$ cat config.mk
export PLATFORM = sky130hd
export DESIGN_NAME = brush_stamper_flat
export DESIGN_NICKNAME = d
export VERILOG_FILES = /design/src/rtl/paint_pkg.sv /design/src/rtl/brush_stamper_if.sv /design/src/rtl/brush_bounds.sv /design/src/rtl/brush_stamper.sv /design/src/flat_wrapper.sv
export SDC_FILE = /design/constraint.sdc
export NUM_CORES = 1
export LEC_CHECK = 0
export ABC_AREA = 1
export BUFFER_PORTS_ARGS = -buffer_cell sky130_fd_sc_hd__buf_4
export CORE_MARGIN = 2
export CORE_UTILIZATION = 46
export CTS_CLUSTER_DIAMETER = 40
export CTS_CLUSTER_SIZE = 20
export DETAILED_ROUTE_END_ITERATION = 6
export PLACE_DENSITY = 0.66
export SLEW_MARGIN = 0
export SYNTH_ARGS = -nofsm -noshare
export SYNTH_HDL_FRONTEND = slang
export SYNTH_SLANG_ARGS = --single-unit
$ cat constraint.sdc
create_clock -name clk -period 2.5 [get_ports clk]
set_input_delay 0.125 -clock clk [delete_from_list [all_inputs] [get_ports clk]]
set_output_delay 0.125 -clock clk [all_outputs]
set_load 0.02 [all_outputs]
$ cat src/rtl/paint_pkg.sv
// Shared types and screen geometry for the paint pipeline (stamper, frame store, display).
package paint_pkg;

  localparam int COORD_W  = 10;
  localparam int SCREEN_W = 640;
  localparam int SCREEN_H = 480;

  typedef logic [COORD_W-1:0] coord_t;
  typedef logic [2:0]         color_t;
  typedef logic [2:0]         size_t;

  typedef enum logic {IDLE, STAMP} state_t;

  localparam coord_t X_LIM = coord_t'(SCREEN_W);
  localparam coord_t Y_LIM = coord_t'(SCREEN_H);
  localparam coord_t X_MAX = coord_t'(SCREEN_W - 1);
  localparam coord_t Y_MAX = coord_t'(SCREEN_H - 1);

  typedef struct packed {
    coord_t x0;
    coord_t x1;
    coord_t y0;
    coord_t y1;
    logic   off_screen;
  } bounds_t;

  // Lower stamp edge, clamped at 0; one extra bit keeps c-s from wrapping.
  function automatic coord_t lo_clip(input coord_t c, input size_t s);
    logic [COORD_W:0] ce;
    logic [COORD_W:0] se;
    ce = {1'b0, c};
    se = {{(COORD_W-2){1'b0}}, s};
    return (ce < se) ? '0 : coord_t'(ce - se);
  endfunction

  function automatic coord_t hi_clip(input coord_t c, input size_t s, input coord_t lim);
    logic [COORD_W:0] sum;
    sum = {1'b0, c} + {{(COORD_W-2){1'b0}}, s};
    return (sum > {1'b0, lim}) ? lim : coord_t'(sum);
  endfunction

endpackage

$ cat src/rtl/brush_stamper_if.sv
// Command handshake plus frame-store write port of the brush stamper.
interface brush_stamper_if;
  import paint_pkg::*;

  logic   cmd_valid;
  logic   cmd_ready;
  logic   cmd_fill;
  coord_t cmd_x;
  coord_t cmd_y;
  size_t  cmd_size;
  color_t cmd_color;
  logic   brush;
  coord_t wx;
  coord_t wy;
  color_t newColor;
  logic   busy;

  modport master (
    output cmd_valid, cmd_fill, cmd_x, cmd_y, cmd_size, cmd_color,
    input  cmd_ready, brush, wx, wy, newColor, busy
  );

  modport slave (
    input  cmd_valid, cmd_fill, cmd_x, cmd_y, cmd_size, cmd_color,
    output cmd_ready, brush, wx, wy, newColor, busy
  );

endinterface

$ cat src/rtl/brush_bounds.sv
// Clipped raster window for a paint command; fill covers the whole screen.
module brush_bounds
  import paint_pkg::*;
(
  input  logic    fill,
  input  coord_t  x,
  input  coord_t  y,
  input  size_t   size,
  output bounds_t bounds
);

  always_comb begin
    if (fill) begin
      bounds.x0 = '0;
      bounds.x1 = X_MAX;
      bounds.y0 = '0;
      bounds.y1 = Y_MAX;
    end else begin
      bounds.x0 = lo_clip(x, size);
      bounds.x1 = hi_clip(x, size, X_MAX);
      bounds.y0 = lo_clip(y, size);
      bounds.y1 = hi_clip(y, size, Y_MAX);
    end
    bounds.off_screen = !fill && ((x >= X_LIM) || (y >= Y_LIM));
  end

endmodule

$ cat src/rtl/brush_stamper.sv
// Expands stamp/fill commands into one clipped pixel write per clock, in raster order.
module brush_stamper
  import paint_pkg::*;
(
  input  logic           clk,
  input  logic           reset,
  brush_stamper_if.slave bus
);

  bounds_t bnd;
  state_t  state;
  logic    brush_q;
  logic    busy_q;
  coord_t  wx_q;
  coord_t  wy_q;
  coord_t  x0_q;
  coord_t  x1_q;
  coord_t  y1_q;
  color_t  color_q;

  brush_bounds u_bounds (
    .fill   (bus.cmd_fill),
    .x      (bus.cmd_x),
    .y      (bus.cmd_y),
    .size   (bus.cmd_size),
    .bounds (bnd)
  );

  // NOTE: every register below uses non-blocking assignment so all updates
  // within an edge see the pre-edge values of the others.
  always_ff @(posedge clk or posedge reset) begin
    if (reset) begin
      state   <= IDLE;
      brush_q <= 1'b0;
      busy_q  <= 1'b0;
      wx_q    <= '0;
      wy_q    <= '0;
      x0_q    <= '0;
      x1_q    <= '0;
      y1_q    <= '0;
      color_q <= '0;
    end else begin
      case (state)
        IDLE: begin
          // Off-screen commands are consumed here with no writes at all.
          if (bus.cmd_valid && !bnd.off_screen) begin
            state   <= STAMP;
            brush_q <= 1'b1;
            busy_q  <= 1'b1;
            wx_q    <= bnd.x0;
            wy_q    <= bnd.y0;
            x0_q    <= bnd.x0;
            x1_q    <= bnd.x1;
            y1_q    <= bnd.y1;
            color_q <= bus.cmd_color;
          end
        end
        STAMP: begin
          if (wx_q < x1_q) begin
            wx_q <= wx_q + 1'b1;
          end else if (wy_q < y1_q) begin
            wx_q <= x0_q;
            wy_q <= wy_q + 1'b1;
          end else begin
            state   <= IDLE;
            brush_q <= 1'b0;
            busy_q  <= 1'b0;
          end
        end
        default: state <= IDLE;
      endcase
    end
  end

  assign bus.cmd_ready = (state == IDLE);
  assign bus.brush     = brush_q;
  assign bus.busy      = busy_q;
  assign bus.wx        = wx_q;
  assign bus.wy        = wy_q;
  assign bus.newColor  = color_q;

endmodule
$ cat src/flat_wrapper.sv
// flat-port wrapper written by rule: the top's interface ports become plain ports
module brush_stamper_flat import paint_pkg::*;
  (clk, reset, bus_cmd_valid, bus_cmd_fill, bus_cmd_x, bus_cmd_y, bus_cmd_size, bus_cmd_color, bus_cmd_ready, bus_brush, bus_wx, bus_wy, bus_newColor, bus_busy);
  brush_stamper_if bus_i ();
  input  logic clk;
  input  logic reset;
  input wire logic [$bits(bus_i.cmd_valid)-1:0] bus_cmd_valid;
  input wire logic [$bits(bus_i.cmd_fill)-1:0] bus_cmd_fill;
  input wire logic [$bits(bus_i.cmd_x)-1:0] bus_cmd_x;
  input wire logic [$bits(bus_i.cmd_y)-1:0] bus_cmd_y;
  input wire logic [$bits(bus_i.cmd_size)-1:0] bus_cmd_size;
  input wire logic [$bits(bus_i.cmd_color)-1:0] bus_cmd_color;
  output wire logic [$bits(bus_i.cmd_ready)-1:0] bus_cmd_ready;
  output wire logic [$bits(bus_i.brush)-1:0] bus_brush;
  output wire logic [$bits(bus_i.wx)-1:0] bus_wx;
  output wire logic [$bits(bus_i.wy)-1:0] bus_wy;
  output wire logic [$bits(bus_i.newColor)-1:0] bus_newColor;
  output wire logic [$bits(bus_i.busy)-1:0] bus_busy;
  assign bus_i.cmd_valid = bus_cmd_valid;
  assign bus_i.cmd_fill = bus_cmd_fill;
  assign bus_i.cmd_x = bus_cmd_x;
  assign bus_i.cmd_y = bus_cmd_y;
  assign bus_i.cmd_size = bus_cmd_size;
  assign bus_i.cmd_color = bus_cmd_color;
  assign bus_cmd_ready = bus_i.cmd_ready;
  assign bus_brush = bus_i.brush;
  assign bus_wx = bus_i.wx;
  assign bus_wy = bus_i.wy;
  assign bus_newColor = bus_i.newColor;
  assign bus_busy = bus_i.busy;
  brush_stamper u_core (.clk(clk), .reset(reset), .bus(bus_i));
endmodule
# Word level (Yosys, flattened, before mapping)
# Index checks and enable logic that the tools add are counted.
# word_totals
in_bits	30
ff_bits	55
wordCells	58
output_inout_bits	26
# op_classes
magnitude_cmp	8
addsub	6
bitwise	1
n_eq_ne	5
reduce_logical	9
muxes	21
# op_table
operator	count
2-to-1 mux 10 bit	10
2-to-1 mux 40 bit	1
one-hot mux 10 bit (2 select lines)	2
adder 10 x 3 -> 11 bit	2
adder 10 x 1 -> 10 bit, second input constant	2
less-than comparator 10 bit	2
less-than comparator 10 x 3 -> 1 bit	2
subtractor 10 x 3 -> 10 bit	2
> comparator 11 x 10 -> 1 bit, second input constant	1
> comparator 11 x 9 -> 1 bit, second input constant	1
greater-or-equal comparator 10 bit, second input constant	1
greater-or-equal comparator 10 x 9 -> 1 bit, second input constant	1
2-to-1 mux 1 bit	6
!= test 2 bit, second input constant	3
AND reduction 3 bit	2
one-hot mux 1 bit (2 select lines)	2
AND reduction 2 bit	2
!= test 3 bit, second input constant	1
logical AND 1 bit	2
zero test 1 bit	2
!= test 2 x 1 -> 1 bit, second input constant	1
logical OR 1 bit	1
inverter 1 bit	1

# Longest topological paths before layout
# logic_depth
ltp_word	7
depth_mapped	14
depth_no_buf	14

# Hierarchy
# A second synthesis with hierarchy kept.
# unflattened
hier_cells	720
hier_area_um2	4749.6
# modules_own_cells
mod	cells_per_inst	seq_area_each_um2	area_per_inst_um2	n_inst
brush_stamper	469	1376.3	3294.4	1
brush_bounds	251	0.0	1455.1	1

# Worst setup path after synthesis
# No wires, ideal clock.
# synth_path
path_type	flip-flop to flip-flop
startpoint	reg u_core.wx_q[5] (netlist: u_core.bus.wx[5])
endpoint	reg u_core.wx_q[9] (netlist: u_core.bus.wx[9])
slack_ns	0.645
path_stages_with_launch	14
setup_ns	0.117
arrival_ns	1.738
cell_sequence	dfrtp_1 > ha_1 > nand2_1 > inv_1 > nand2_1 > nand2_1 > nand2_1 > nand2_1 > nor2_1 > nand2_1 > nand3_1 > nand2_1 > nand2_1 > nand2_1
# synth_via
elab_chain_cells	3
# synth_rtl
item	line	text
start: declaration	brush_stamper.sv:14	coord_t wx_q;
start signal: assignment	brush_stamper.sv:50	wx_q <= bnd.x0;
start signal: assignment	brush_stamper.sv:60	wx_q <= wx_q + 1'b1;
start signal: assignment	brush_stamper.sv:62	wx_q <= x0_q;
adder 10 x 1 -> 10 bit or less-than comparator 10 bit (tied branches)	brush_stamper.sv:60, brush_stamper.sv:59	
2-to-1 mux 10 bit or != test 3 bit (tied branches)	n/a	
one-hot mux 10 bit (2 select lines) or AND reduction 2 bit (tied branches)	n/a	
# Several ways; a longest one is shown, not always the timed one.
# A chain may end at the register's enable or synchronous reset.

# Final worst setup path
# layout_path
startpoint	reg u_core.wx_q[8] (netlist: u_core.bus.wx[8])
endpoint	reg u_core.wx_q[6] (netlist: u_core.bus.wx[6])
# layout_via
elab_chain_cells	3
# layout_rtl
item	line	text
less-than comparator 10 bit (*)	brush_stamper.sv:59	if (wx_q < x1_q) begin
2-to-1 mux 10 bit or != test 3 bit (tied branches)	n/a	
one-hot mux 10 bit (2 select lines) or AND reduction 2 bit (tied branches)	n/a	
# Mark *: on every way between the ends. The rest lies on a longest branch, timed or not.

==> results.json <==
{
  "drtIter0Drc": 315,
  "clock.fmax_ghz": 0.4576,
  "cts_max_path_buffers": 2,
  "tritoncts": "yes",
  "report.final.slew_viol_count": 0,
  "slew_headroom": 0.6633,
  "fin_crit_sh": 0.8741,
  "insertion_delay_ns": 0.31,
  "cts.sinks": 55,
  "root_buffer": "clkbuf_8",
  "synth_simple_gate_area_frac": 0.3686,
  "ys_ff_latch": 55,
  "drc": 0,
  "antenna_cells": 0,
  "netlist_instances": 655,
  "core_area_sq_mm": 0.009729,
  "swShare": 0.4708,
  "required_ns": 2.70,
  "setup_viol": 0,
  "p_sw_w": 0.002290,
  "synth_nets": 721,
  "run_status": "completed",
  "hold_path_class": "in -> reg",
  "die_y_microns": 103.8,
  "crit_arrival_ns": 2.39,
  "finalPower_w": 0.004864,
  "grt_pass1_wl_microns": 20150,
  "nets": 776,
  "drt.antenna.violating_nets": 0,
  "start_kind": "flip-flop",
  "yosys.area_share.adder": 0.1048,
  "antenna_found_initial": 0,
  "critical_path.cell_chain": "ha_1 -> nand2_1 -> nor2_1 -> nand2_1 -> nand3_2 -> nand2_1 -> nand2_2 -> nand2_2 -> nand3_1 -> nand2_1",
  "finalSetupTns_ns": 0,
  "ir_drop_v": 0.0003684,
  "start_util": 0.4713,
  "power_frac_comb": 0.549,
  "synth-compound-area-share": 0.07749,
  "yosysUniqueCellTypes": 39,
  "fin_skew_ns": 0.009985,
  "synth_xor_area_frac": 0.04775,
  "wl_microns": 11850,
  "dp_hpwl_microns": 9349,
  "layout-drive-gt1-share": 0.1603,
  "crit_slowest_cell": "dfrtp_1",
  "timing.final.ws_setup_ns": 0.3148,
  "min_period_ns": 2.185,
  "die_x_microns": 103.8,
  "hold_violations": 0,
  "port-buffer-count": 55,
  "seqPwrFrac": 0.321,
  "cp-end-kind": "flip-flop",
  "p_per_area_mw_per_mm2": 927.9,
  "area_growth_pct": 14.30,
  "drv_cap": 0,
  "pwr-share-clk": 0.130,
  "p_int_w": 0.002574,
  "grt_max_degree": 53,
  "post-place-ws_ns": 0.3420,
  "yosysSeqAreaShare": 0.3001,
  "gp_congestion": 0.9362,
  "muxShareOfSynthArea": 0,
  "wire_per_inst_microns": 14.03,
  "rsz0062_at_grt": "no",
  "placementRows": 36,
  "num_vias": 4394,
  "synth_top_family_by_area": "simple AND/OR/NAND/NOR gates",
  "yosysWarnings": 0,
  "crit_type": "reg -> reg",
  "drt-pass1-iter-count": 5,
  "synth.cell_area_sq_mm": 0.004586,
  "crit_top_cell": "nand2_1",
  "synth_area_per_cell_sq_um": 7.001,
  "slowest_delay_ns": 0.47,
  "crit_fanout": 11,
  "die_area_sq_mm": 0.01078,
  "vias_per_cell": 5.206,
  "track_usage": 0.2256,
  "power.leakage_nw": 2.812,
  "clk_pin_slew_ns": 0.09,
  "grt_pass1_vias": 4136,
  "grt_overflow": 0,
  "cts_buffers": 5,
  "tightest_slew_ns": 0.5044,
  "ios": 56,
  "cts_max_level": 2
}
[logic make-up after synthesis]
group           after synthesis
simple gates                375
buf+inv                     106
compound gates               58
flops                        55
fa+ha+maj                    36
xor+xnor                     25
[final timing paths]
kind / end / startpoint / cells after the start / slack (ns)
setup / recovery: u_core.bus.wx[6] / u_core.bus.wx[8] / 10 / 0.31
hold / removal: u_core.bus.newColor[0] / bus_cmd_color[0] / 3 / 0.01
setup reg to reg: u_core.bus.wx[6] / u_core.bus.wx[8] / 10 / 0.31
hold reg to reg: u_core.x0_q[1] / u_core.x0_q[1] / 2 / 0.49
max in group asynchronous: u_core.x0_q[5] / reset / 4 / 1.45
min in group asynchronous: u_core.bus.wy[5] / reset / 3 / 0.39
[registers in the layout, summed over array words and instances, names as in the netlist]
name / count
u_core.y1_q: 10
u_core.bus.wx: 10
u_core.bus.brush: 1
u_core.state: 1
u_core.bus.newColor: 3
u_core.x0_q: 10
u_core.x1_q: 10
u_core.bus.wy: 10
[per-layer routing]
layer / wire [microns] / up-vias / track usage
li1: - / 2206 / -
met1: 5609 / 2047 / 0.3358
met2: 5486 / 130 / 0.3515
met3: 608 / 11 / 0.01951
met4: 141 / 0 / 0.06081
met5: 0 / - / 0
[cell usage after synthesis, drive strengths merged]
library cell  number  area [sq um]
nand3             93         480.5
nand4             10         75.07
fa                 4         80.08
a21o               2         15.01
o21ai             20         111.4
nor3               7         40.04
dfrtp             55          1376
clkbuf             1         3.750
o31ai              4         30.03
a22oi              4         30.03
ha                32         400.4
nor2              51         224.0
nand2            211         850.8
a21oi             22         125.1
inv               89         336.6
xor2              17         148.9
buf               16         123.9
nand3b             1         7.510
o22ai              6         43.79
or2                2         12.51
xnor2              8         70.07
[what timing repair did]
item / CTS / global route
hold endpoints to repair: 23 / 0
resized for setup: 0 / 0
hold buffers: 3 / 0
setup buffers: 0 / 0
[final cells by class]
cell class,instances,area [sq um]
repair buffers,65,495.5
multi-input cells,494,2745
fillers,994,4488
clock buffers,6,82.58
clock inverters,2,38.79
inverters,89,336.6
well taps,133,166.4
flip-flops and latches,55,1376
[metrics by stage]
step,std cells,hold WS [ns],util,instance area (sq um)
finish,844,0.01108,0.5387,5241
CTS,844,0.005607,0.5387,5241
global placement,833,0.1865,0.5231,5090
floorplan,655,0.2346,-,4586
detailed placement,833,0.1917,0.5231,5090
global route,844,0.03247,0.5387,5241
[cells in the final DEF, fill, tap and decap left out, drive strengths merged, types with 6 or more instances in the layout]
cell | synthesis | layout
nand2 | 211 | 211
nand3 | 93 | 93
inv | 89 | 90
buf | 16 | 62
dfrtp | 55 | 55
nor2 | 51 | 51
ha | 32 | 32
a21oi | 22 | 22
o21ai | 20 | 20
xor2 | 17 | 17
nand4 | 10 | 10
xnor2 | 8 | 8
nor3 | 7 | 7
clkbuf | 1 | 6
o22ai | 6 | 6
[power groups by stage]
| stage | Sequential (W) | Clock, W | Combinational [W] |
|---|---|---|---|
| 4_1_cts | 0.00156 | 0.000643 | 0.00268 |
| 2_1_floorplan | 0.00169 | 0 | 0.00171 |
| 5_1_grt | 0.00162 | 0.000679 | 0.00301 |
| 3_5_place_dp | 0.00158 | 0 | 0.00266 |
| 6_report | 0.00156 | 0.000632 | 0.00267 |
| 3_3_place_gp | 0.00156 | 0 | 0.00260 |
[worst max-delay path, delay by kind of cell (launching register included)]
family / cells / cell delay, ns
DFF: 1 / 0.47
and+or+nand+nor: 9 / 1.31
adders and majority gates: 1 / 0.31
No activity file was read; power rests on OpenSTA's default activity.
